==> src/rtl/wb_pipe_arbiter.sv <==
// rtl/wb_pipe_arbiter.sv - Wishbone master-port arbiter for fetch and data requesters with bus timeout
module wb_pipe_arbiter #(
    parameter int AW      = 32,
    parameter int DW      = 32,
    parameter int TIMEOUT = 255
) (
    input  logic          clk_i,
    input  logic          rst_i,

    input  logic          inst_cyc_i,
    input  logic          inst_stb_i,
    input  logic [AW-1:0] inst_adr_i,
    output logic [DW-1:0] inst_dat_o,
    output logic          inst_ack_o,
    output logic          inst_err_o,

    input  logic          data_cyc_i,
    input  logic          data_stb_i,
    input  logic          data_we_i,
    input  logic [3:0]    data_sel_i,
    input  logic [AW-1:0] data_adr_i,
    input  logic [DW-1:0] data_dat_i,
    output logic [DW-1:0] data_dat_o,
    output logic          data_ack_o,
    output logic          data_err_o,

    output logic          bus_cyc_o,
    output logic          bus_stb_o,
    output logic          bus_we_o,
    output logic [3:0]    bus_sel_o,
    output logic [AW-1:0] bus_adr_o,
    output logic [DW-1:0] bus_dat_o,
    input  logic [DW-1:0] bus_dat_i,
    input  logic          bus_ack_i,
    input  logic          bus_err_i,

    output logic [1:0]    grant_o,
    output logic          busy_o
);

    typedef enum logic [1:0] {
        ST_IDLE = 2'b00,
        ST_INST = 2'b01,
        ST_DATA = 2'b10
    } state_t;

    localparam logic       OWN_INST    = 1'b0;
    localparam logic       OWN_DATA    = 1'b1;
    localparam logic [7:0] TIMEOUT_CNT = 8'(TIMEOUT);

    state_t      state_q, state_d;
    logic        last_owner_q, last_owner_d;
    logic        force_idle_q, force_idle_d;
    logic [7:0]  wait_cnt_q, wait_cnt_d;

    logic        owner_cyc;
    logic        owner_stb;
    logic        timeout_hit;
    logic        inst_owns;
    logic        data_owns;

    assign inst_owns = (state_q == ST_INST);
    assign data_owns = (state_q == ST_DATA);

    // Steer the owner's request onto the shared master port; fetches are always full-word reads
    always_comb begin
        owner_cyc = 1'b0;
        owner_stb = 1'b0;
        bus_we_o  = 1'b0;
        bus_sel_o = 4'h0;
        bus_adr_o = '0;
        bus_dat_o = '0;
        case (state_q)
            ST_INST: begin
                owner_cyc = inst_cyc_i;
                owner_stb = inst_stb_i;
                bus_sel_o = 4'hF;
                bus_adr_o = inst_adr_i;
            end
            ST_DATA: begin
                owner_cyc = data_cyc_i;
                owner_stb = data_stb_i;
                bus_we_o  = data_we_i;
                bus_sel_o = data_sel_i;
                bus_adr_o = data_adr_i;
                bus_dat_o = data_dat_i;
            end
            default: begin
            end
        endcase
    end

    assign bus_cyc_o = owner_cyc & ~force_idle_q;
    assign bus_stb_o = owner_stb & ~force_idle_q;

    // A strobe left unanswered for TIMEOUT cycles is turned into an error; a real ack or err wins
    assign timeout_hit = (wait_cnt_q == TIMEOUT_CNT) & bus_stb_o & ~bus_ack_i & ~bus_err_i;

    assign inst_dat_o = bus_dat_i;
    assign data_dat_o = bus_dat_i;
    assign inst_ack_o = inst_owns & bus_ack_i;
    assign data_ack_o = data_owns & bus_ack_i;
    assign inst_err_o = inst_owns & (bus_err_i | timeout_hit);
    assign data_err_o = data_owns & (bus_err_i | timeout_hit);

    assign grant_o = state_q;
    assign busy_o  = (state_q != ST_IDLE);

    // Grant selection: data preferred on a tie unless it owned the bus last; direct handover on release
    always_comb begin
        state_d      = state_q;
        last_owner_d = last_owner_q;
        force_idle_d = 1'b0;
        case (state_q)
            ST_IDLE: begin
                // The cycle after a timeout is a dead cycle; arbitration waits one more cycle
                if (!force_idle_q) begin
                    if (data_cyc_i && inst_cyc_i) begin
                        state_d = (last_owner_q == OWN_INST) ? ST_DATA : ST_INST;
                    end else if (data_cyc_i) begin
                        state_d = ST_DATA;
                    end else if (inst_cyc_i) begin
                        state_d = ST_INST;
                    end
                end
            end
            ST_INST: begin
                if (timeout_hit) begin
                    state_d      = ST_IDLE;
                    force_idle_d = 1'b1;
                    last_owner_d = OWN_INST;
                end else if (!inst_cyc_i) begin
                    state_d      = data_cyc_i ? ST_DATA : ST_IDLE;
                    last_owner_d = OWN_INST;
                end
            end
            ST_DATA: begin
                if (timeout_hit) begin
                    state_d      = ST_IDLE;
                    force_idle_d = 1'b1;
                    last_owner_d = OWN_DATA;
                end else if (!data_cyc_i) begin
                    state_d      = inst_cyc_i ? ST_INST : ST_IDLE;
                    last_owner_d = OWN_DATA;
                end
            end
            default: begin
                state_d = ST_IDLE;
            end
        endcase
    end

    // Count consecutive strobed, unanswered cycles for the current owner
    always_comb begin
        wait_cnt_d = wait_cnt_q + 8'd1;
        if ((state_d != state_q) || !bus_stb_o || bus_ack_i || bus_err_i) begin
            wait_cnt_d = 8'd0;
        end
    end

    // State, arbitration history, dead-cycle flag and wait counter registers
    always_ff @(posedge clk_i or posedge rst_i) begin
        if (rst_i) begin
            state_q      <= ST_IDLE;
            last_owner_q <= OWN_INST;
            force_idle_q <= 1'b0;
            wait_cnt_q   <= 8'd0;
        end else begin
            state_q      <= state_d;
            last_owner_q <= last_owner_d;
            force_idle_q <= force_idle_d;
            wait_cnt_q   <= wait_cnt_d;
        end
    end

endmodule

==> config.mk <==
export PLATFORM = sky130hd
export DESIGN_NAME = wb_pipe_arbiter
export DESIGN_NICKNAME = d
export VERILOG_FILES = /design/src/rtl/wb_pipe_arbiter.sv
export SDC_FILE = /design/constraint.sdc
export NUM_CORES = 1
export LEC_CHECK = 0
export BUFFER_PORTS_ARGS = -buffer_cell sky130_fd_sc_hd__buf_2
export CORE_AREA = 2 2 111 113
export CTS_BUF_LIST = sky130_fd_sc_hd__clkbuf_2 sky130_fd_sc_hd__clkbuf_4 sky130_fd_sc_hd__clkbuf_8
export DETAILED_ROUTE_END_ITERATION = 6
export DIE_AREA = 0 0 113 115
export SKIP_CTS_REPAIR_TIMING = 1
export SLEW_MARGIN = 20
export SYNTH_ARGS = -nofsm -noshare
export SYNTH_HDL_FRONTEND = slang
export SYNTH_SLANG_ARGS = --single-unit
export TNS_END_PERCENT = 50
==> constraint.sdc <==
create_clock -name clk_i -period 3.44 [get_ports clk_i]
set_input_delay 0.86 -clock clk_i [delete_from_list [all_inputs] [get_ports clk_i]]
set_output_delay 0.86 -clock clk_i [all_outputs]
set_load 0.1 [all_outputs]
Word level (Yosys, flattened, before mapping):

Index checks and enable logic that the tools add are counted.

* input bits: 141
* register bits: 12
* word-level logic and storage cells: 60

* mux-type cells: 26
* equality and inequality tests: 6
* bitwise operators: 13
* reductions and logical operators: 10
* add/sub/neg operators: 1

Operators with widths (number)
* $pmux 32 s2: 1
* $mux 32: 1
* $mux 2: 10
* $and 1x1->1: 9
* $add 8x1->8 const B: 1
* $eq 8x8->1 const B: 1
* $mux 1: 8
* $mux 8: 1
* $pmux 4 s2: 1
* $ne 3x3->1 const B: 2
* $pmux 1 s2: 3
* $pmux 2 s3: 1
* $reduce_bool 2->1: 2
* $logic_or 1x1->1: 3
* $not 1->1: 3
* $reduce_and 3->1: 1
* $eq 2x1->1 const B: 1
* $eq 2x2->1 const B: 1
* $logic_not 2->1: 1
* $ne 2x2->1: 1
* $reduce_or 2->1: 1
* $logic_and 1x1->1: 1
* $logic_not 1->1: 1
* $or 1x1->1: 1

Depth between registers and ports, before layout:

Gate-level depths: netlist (run 1).

* depth in word-level cells: 13
* gate-level depth with buffers: 9

Worst setup path before layout (run 1):

OpenSTA, ideal clock, no wires.

* path kind: reg2out
* start: register state_q[0], in the netlist grant_o[0]
* end: output inst_err_o
* data required time: 2.580 ns
* slack: -0.978 ns
* stages on the path, launching flop included: 8
* arrival time: 3.558 ns
* buffers on the path: 1
* cell sequence: dfrtp_1 ha_1 clkbuf_1 a22oi_1 nand3b_1 nor4_1 nor2_1 nor2b_1

* cells in the longest elaborated chain, start to end: 8

Ends and longest elaborated chain
* start: declaration: RTL line 51 `state_t state_q, state_d;`
* start signal: assignment: RTL line 169 `state_q <= state_d;`
* $eq 2x2->1 or $eq 2x1->1 (tied branches): RTL line 73, 62
* $pmux 1 s2: RTL line 73 `case (state_q)`
* $and 1x1->1: RTL line 94 `assign bus_stb_o = owner_stb & ~force_idle_q;`
* $and 1x1->1 (3 in series): RTL line 97 `assign timeout_hit = (wait_cnt_q == TIMEOUT_CNT) & bus_stb_o & ~bus_ack_i & ~bus_err_i;`
* $or 1x1->1: RTL line 103 `assign inst_err_o = inst_owns & (bus_err_i | timeout_hit);`
* $and 1x1->1 (*): RTL line 103
* end: declaration: RTL line 15 `output logic inst_err_o,`

Every way passes the cells marked *; elsewhere a longest branch is shown, timed or not.

Final worst setup path (run 1):

* start: register state_q[1], in the netlist grant_o[1]
* end: output data_err_o

* cells in the longest elaborated chain, start to end: 8

Ends and longest elaborated chain
* $eq 2x2->1 or $eq 2x1->1 (tied branches): RTL line 63, 73
* $pmux 1 s2: RTL line 73
* $and 1x1->1: RTL line 94
* $and 1x1->1 (3 in series): RTL line 97
* $or 1x1->1: RTL line 104 `assign data_err_o = data_owns & (bus_err_i | timeout_hit);`
* $and 1x1->1 (*): RTL line 104
* end: declaration: RTL line 25 `output logic data_err_o,`

Marked as above.

==> results of run 1 <==
logic make-up (layout without fill, tap and decap cells):
| group | Yosys count | count (layout) | synth area share (%) |
|---|---|---|---|
| AOI/OAI and AO/OA | 65 | 65 | 21.84 |
| xor gates and xnor gates | 6 | 6 | 2.480 |
| adders and majority gates | 5 | 5 | 2.952 |
| buffers and inverters | 92 | 204 | 27.63 |
| DFF | 12 | 12 | 14.17 |
| muxes | 1 | 1 | 0.5312 |
| other | 0 | 3 | 0 |
| and+or+nand+nor | 106 | 106 | 30.40 |
sequential cells by signal (all words and copies together), names as in the netlist:
name and cells:
last_owner_q 1, grant_o 2, wait_cnt_q 8, force_idle_q 1
final timing paths:
check	start	to	slack [ns]	depth (start not counted)
max	grant_o[1]	data_err_o	0.27	8
min reg2reg	last_owner_q	last_owner_q	0.54	2
max reg2reg	grant_o[1]	wait_cnt_q[1]	0.46	8
max in group asynchronous	rst_i	grant_o[0]	2.47	2
min in group asynchronous	rst_i	grant_o[1]	0.62	2
min	last_owner_q	last_owner_q	0.54	2
worst max-delay path: stages, from the launching register on:
cell	delay, ns
dfrtp_2	0.43
inv_1	0.14
ha_2	0.21
a22oi_1	0.46
nand3b_1	0.21
nor4_1	0.06
nor2_1	0.30
nor2_4	0.08
buf_12	0.17
placed cells by master (no fill, tap or decap), types with 4 or more instances in the layout:
cell type | synthesis | routed
a21oi_1 | 15 | 15
a22oi_1 | 33 | 33
and2_1 | 35 | 35
buf_12 | 0 | 40
buf_2 | 0 | 146
buf_4 | 64 | 4
clkbuf_8 | 0 | 4
dfrtp_1 | 12 | 10
inv_1 | 10 | 10
nand2_1 | 9 | 9
nand2b_1 | 4 | 4
nand3_1 | 5 | 5
nor2_1 | 7 | 6
nor2b_4 | 0 | 35
per-layer routing:
metal	global-route usage, %	up-vias
li1	-	1134
met1	13.93	1095
met2	20.16	130
met3	4.375	5
met4	1.626	0
met5	0	-
power by group:
part / total [mW] / switching [mW] / internal, mW
combinational: 4.23 / 2.88 / 1.35
sequential: 0.190 / 0.0289 / 0.161
clock: 0.157 / 0.0558 / 0.101
total: 4.57 / 2.96 / 1.61
area by class of cell:
cell class	instances	area [sq um]	area share (%)
diodes	3	7.507	0.2050
clock buffers	4	55.05	1.503
inverters	10	37.54	1.025
multi-input cells	183	1514	41.34
flip-flops and latches	12	302.8	8.268
well taps	147	183.9	5.022
repair buffers	190	1562	42.64
metrics by stage:
stage	instance area [sq um]	setup slack, ns	hold slack (ns)	utilization [%]	total power [mW]
floorplan	2397	0.07316	0.4987	-	3.655
global placement	3600	0.3461	0.5271	30.48	4.412
detailed placement	3600	0.3375	0.5380	30.48	4.444
CTS	3655	0.2721	0.5453	30.94	4.609
global route	3655	0.1114	0.6109	30.94	4.739
finish	3662	0.2708	0.5398	31.01	4.573
==> impl_metrics.json, run 1 <==
{
  "syn_inst": 287,
  "synth_warnings": 0,
  "drt-met1-wl_um": 3123,
  "crit_path_max_fanout": 8,
  "grt_start_max_net_pins": 76,
  "final-setup-viol-count": 0,
  "clk_pin_slew_ns": 0.05,
  "clock-sinks": 12,
  "leakage_nw": 1.742,
  "cts-htree-levels": 1,
  "seq_area_frac_synth_pct": 14.17,
  "first_global_vias": 2266,
  "post-route-min-period_ns": 3.169,
  "dr_wl_met3_um": 1059,
  "vias": 2364,
  "synth_ff_type": "dfrtp_1",
  "synth_nets": 433,
  "grt_overflow": 0,
  "layout.cells.non_filler": 549,
  "layout.nets": 546,
  "cp.arrival_ns": 2.31,
  "cts.path.max_buffers": 2,
  "portBuffers": 186,
  "synth_edf_count": 0,
  "slew_violations": 0,
  "netlist_area_sq_um": 2120,
  "synthTopCellsByArea": "buf_4 (23%), dfrtp_1 (14%), a22oi_1 (12%)",
  "cts_made_buffers": 3,
  "synth_area_per_cell_sq_um": 7.385,
  "cp.required_ns": 2.58,
  "clkLatencyLatePin_ns": 0.24,
  "crit_type": "reg -> out",
  "num_rows": 40,
  "tns_ns": 0,
  "drv_cap": 0,
  "power_density_nw_per_um2": 1249,
  "hold_path.class": "reg -> reg",
  "grt_pass1_wl_um": 12070,
  "finalCritPeriodShare_pct": 92.13,
  "worstMarginPinSlew_ns": 0.6674,
  "hpwl_um": 6934,
  "cts_tree": "built",
  "rsz0062_at_grt": "no",
  "wl_per_cell_um": 15.35,
  "skew_ns": 0.0006854,
  "wl_um": 8426,
  "ioPinCount": 283,
  "dr_wl_met2_um": 4204,
  "synthDominantCellAreaShare_pct": 22.67,
  "failed_checks": "DRC",
  "status": "complete, but fails checks",
  "core_sq_um": 11810,
  "first_pass_iters": 7,
  "ys_async_sr_fraction_pct": 100.0,
  "top_layer_used": "met4",
  "vias_per_cell": 4.306,
  "synth_top_area_cell": "buf_4",
  "ir_drop_v": 0.0007306,
  "ys_seq_elements": 12,
  "crit_path_start_kind": "register",
  "placedCellCount": 542,
  "synth_cell_types": 40,
  "start_util_pct": 17.94,
  "max_slew_margin_pct": 55.51,
  "drc": 37,
  "die_h_um": 115,
  "hold_viol_final": 0,
  "fp.dieW_um": 113,
  "first_iter_violations": 149,
  "timing.fmax_mhz": 315.5,
  "yosys.cell_count.top_type": "buf_4",
  "drive_gt1_share_pct": 60.40,
  "place_congestion": 0.7651,
  "endpoint_kind": "output pin",
  "antenna_left": 0,
  "grt_usage_pct": 11.56,
  "die_area_sq_um": 13000,
  "root_buffer": "clkbuf_8",
  "yosys-top-cells-count": "buf_4 (64), nor2b_1 (37), and2_1 (35)",
  "fillers": 1259,
  "syn2layout_area_growth_pct": 72.79,
  "antenna_found_initial": 3
}
Power figures use the tool's default switching activity.
==> run 2: changes to the inputs <==
--- a/config.mk
+++ b/config.mk
@@ -6,10 +6,10 @@
 export NUM_CORES = 1
 export LEC_CHECK = 0
 export BUFFER_PORTS_ARGS = -buffer_cell sky130_fd_sc_hd__buf_2
-export CORE_AREA = 2 2 111 113
+export CORE_AREA = 2 2 110 112
 export CTS_BUF_LIST = sky130_fd_sc_hd__clkbuf_2 sky130_fd_sc_hd__clkbuf_4 sky130_fd_sc_hd__clkbuf_8
 export DETAILED_ROUTE_END_ITERATION = 6
-export DIE_AREA = 0 0 113 115
+export DIE_AREA = 0 0 112 114
 export SKIP_CTS_REPAIR_TIMING = 1
 export SLEW_MARGIN = 20
 export SYNTH_ARGS = -nofsm -noshare
==> impl_metrics.json, run 2 (same netlist as run 1, synthesis figures left out) <==
{
  "status": "finished, final reports clean",
  "first_pass_iters": 4,
  "layout.nets": 545,
  "p_seq_share_pct": 4.2,
  "drive_gt1_share_pct": 60.05,
  "max_slew_margin_pct": 57.66,
  "cp_slowest_cell": "buf_4",
  "vias_per_cell": 4.294,
  "place_area_sq_um": 3605,
  "skew_ns": 0.004357,
  "cts.path.max_buffers": 2,
  "die_h_um": 114,
  "hpwl_um": 6751,
  "grt_start_max_net_pins": 76,
  "antenna_left": 0,
  "wl_per_cell_um": 14.52,
  "die_area_sq_um": 12770,
  "finalCritPeriodShare_pct": 91.54,
  "ioPinCount": 283,
  "slowest_delay_ns": 0.48,
  "p_sw_share_pct": 64.68,
  "internal_power_mw": 1.606,
  "portBuffers": 186,
  "num_rows": 40,
  "first_global_vias": 2351,
  "cts_made_buffers": 3,
  "final-setup-viol-count": 0,
  "clock-sinks": 12,
  "drc": 0,
  "largest_reg_flops": 8,
  "timing.fmax_mhz": 317.6,
  "fin_util_pct": 31.29,
  "clk_pin_slew_ns": 0.05,
  "vias": 2349,
  "worstMarginPinSlew_ns": 0.6351,
  "cts-htree-levels": 1,
  "layout_common_cells": "buf_2 (145), buf_12 (41), nor2b_4 (35), and2_1 (35), a22oi_1 (33)",
  "cp.arrival_ns": 2.29,
  "core_sq_um": 11710,
  "fillers": 1220,
  "post-route-min-period_ns": 3.149,
  "seqCellArea_sq_um": 302.8,
  "crit_path_start_kind": "register",
  "p_comb_share_pct": 92.4,
  "final_common_cell": "buf_2",
  "grt_usage_pct": 11.28,
  "largest_register": "wait_cnt_q",
  "crit_path_max_fanout": 75,
  "hold_path.class": "reg -> reg",
  "leakage_nw": 1.742,
  "path_cells": "inv_1 > ha_2 > buf_4 > a22oi_1 > nor2b_4 > buf_12",
  "first_iter_violations": 140,
  "endpoint_kind": "output pin",
  "p_total_mw": 4.546,
  "power_density_nw_per_um2": 1240,
  "cp.required_ns": 2.58,
  "pre_cts_ws_ns": 0.3549,
  "crit_type": "reg -> out",
  "slew_violations": 0,
  "multi_input_area_sq_um": 1511,
  "design_area_sq_um": 3665,
  "hold_viol_final": 0,
  "p_switching_mw": 2.941,
  "grt_overflow": 0,
  "start_util_pct": 18.10,
  "pwr-share-clk_pct": 3.4,
  "drv_cap": 0,
  "wl_um": 7941,
  "place_congestion": 0.8509,
  "syn2layout_area_growth_pct": 72.90,
  "root_buffer": "clkbuf_8",
  "antenna_found_initial": 2,
  "ir_drop_v": 0.0005880,
  "grt_pass1_wl_um": 12060,
  "fp.dieW_um": 112,
  "worst_slack_ns": 0.2910,
  "clkLatencyLatePin_ns": 0.24,
  "tns_ns": 0,
  "cts_tree": "built",
  "rsz0062_at_grt": "no"
}
-- run 2: cell count changes in the layout (fill, tap and decap cells not counted) --
cell     previous run  this run
diode_2             3         2
ha_2                2         1
buf_12             40        41
ha_1                3         4
buf_4               4         3
buf_2             146       145
-- run 2: power groups by stage --
stage,clock (mW),sequential [mW],combinational (mW)
final,0.155,0.190,4.20
after global routing,0.164,0.196,4.35
after CTS,0.157,0.190,4.23
after detailed placement,0,0.193,4.22
after global placement,0,0.190,4.20
after floorplan,0,0.258,3.40
-- run 2: area by class of cell --
cell class,count,area share (%)
Sequential cell,12,8.262
Antenna cell,2,0.1366
Multi-Input combinational cell,183,41.24
Timing Repair Buffer,189,42.81
Clock buffer,4,1.502
Tap cell,147,5.019
Inverter,10,1.024
-- run 2: through the flow --
stage / hold slack, ns / cells
3_5_place_dp: 0.5562 / 541
6_report: 0.5592 / 547
2_1_floorplan: 0.4987 / 287
3_3_place_gp: 0.5265 / 541
5_1_grt: 0.5881 / 545
4_1_cts: 0.5638 / 545
-- run 2: path summary, 6_finish.rpt --
| check | from | to | slack [ns] | depth (start not counted) |
|---|---|---|---|---|
| min in group asynchronous | rst_i | grant_o[1] | 0.62 | 2 |
| worst max register to register | grant_o[1] | wait_cnt_q[5] | 0.52 | 8 |
| worst min-delay path | last_owner_q | last_owner_q | 0.56 | 2 |
| worst min register to register | last_owner_q | last_owner_q | 0.56 | 2 |
| max in group asynchronous | rst_i | grant_o[0] | 2.49 | 2 |
| worst max-delay path | grant_o[0] | bus_adr_o[22] | 0.29 | 6 |
-- run 2: layer usage --
metal	track usage (%)	part of all wire, %
met5	0	0
met4	2.114	1.4
met3	4.038	10
met2	20.08	51
met1	13.20	38
-- run 2: worst max-delay path: cells and delay by family, from the launching register on --
kind,cells,cell delay (ns)
flops,1,0.46
simple gates,1,0.19
buf+inv,3,0.79
fa+ha+maj,1,0.19
compound gates,1,0.33
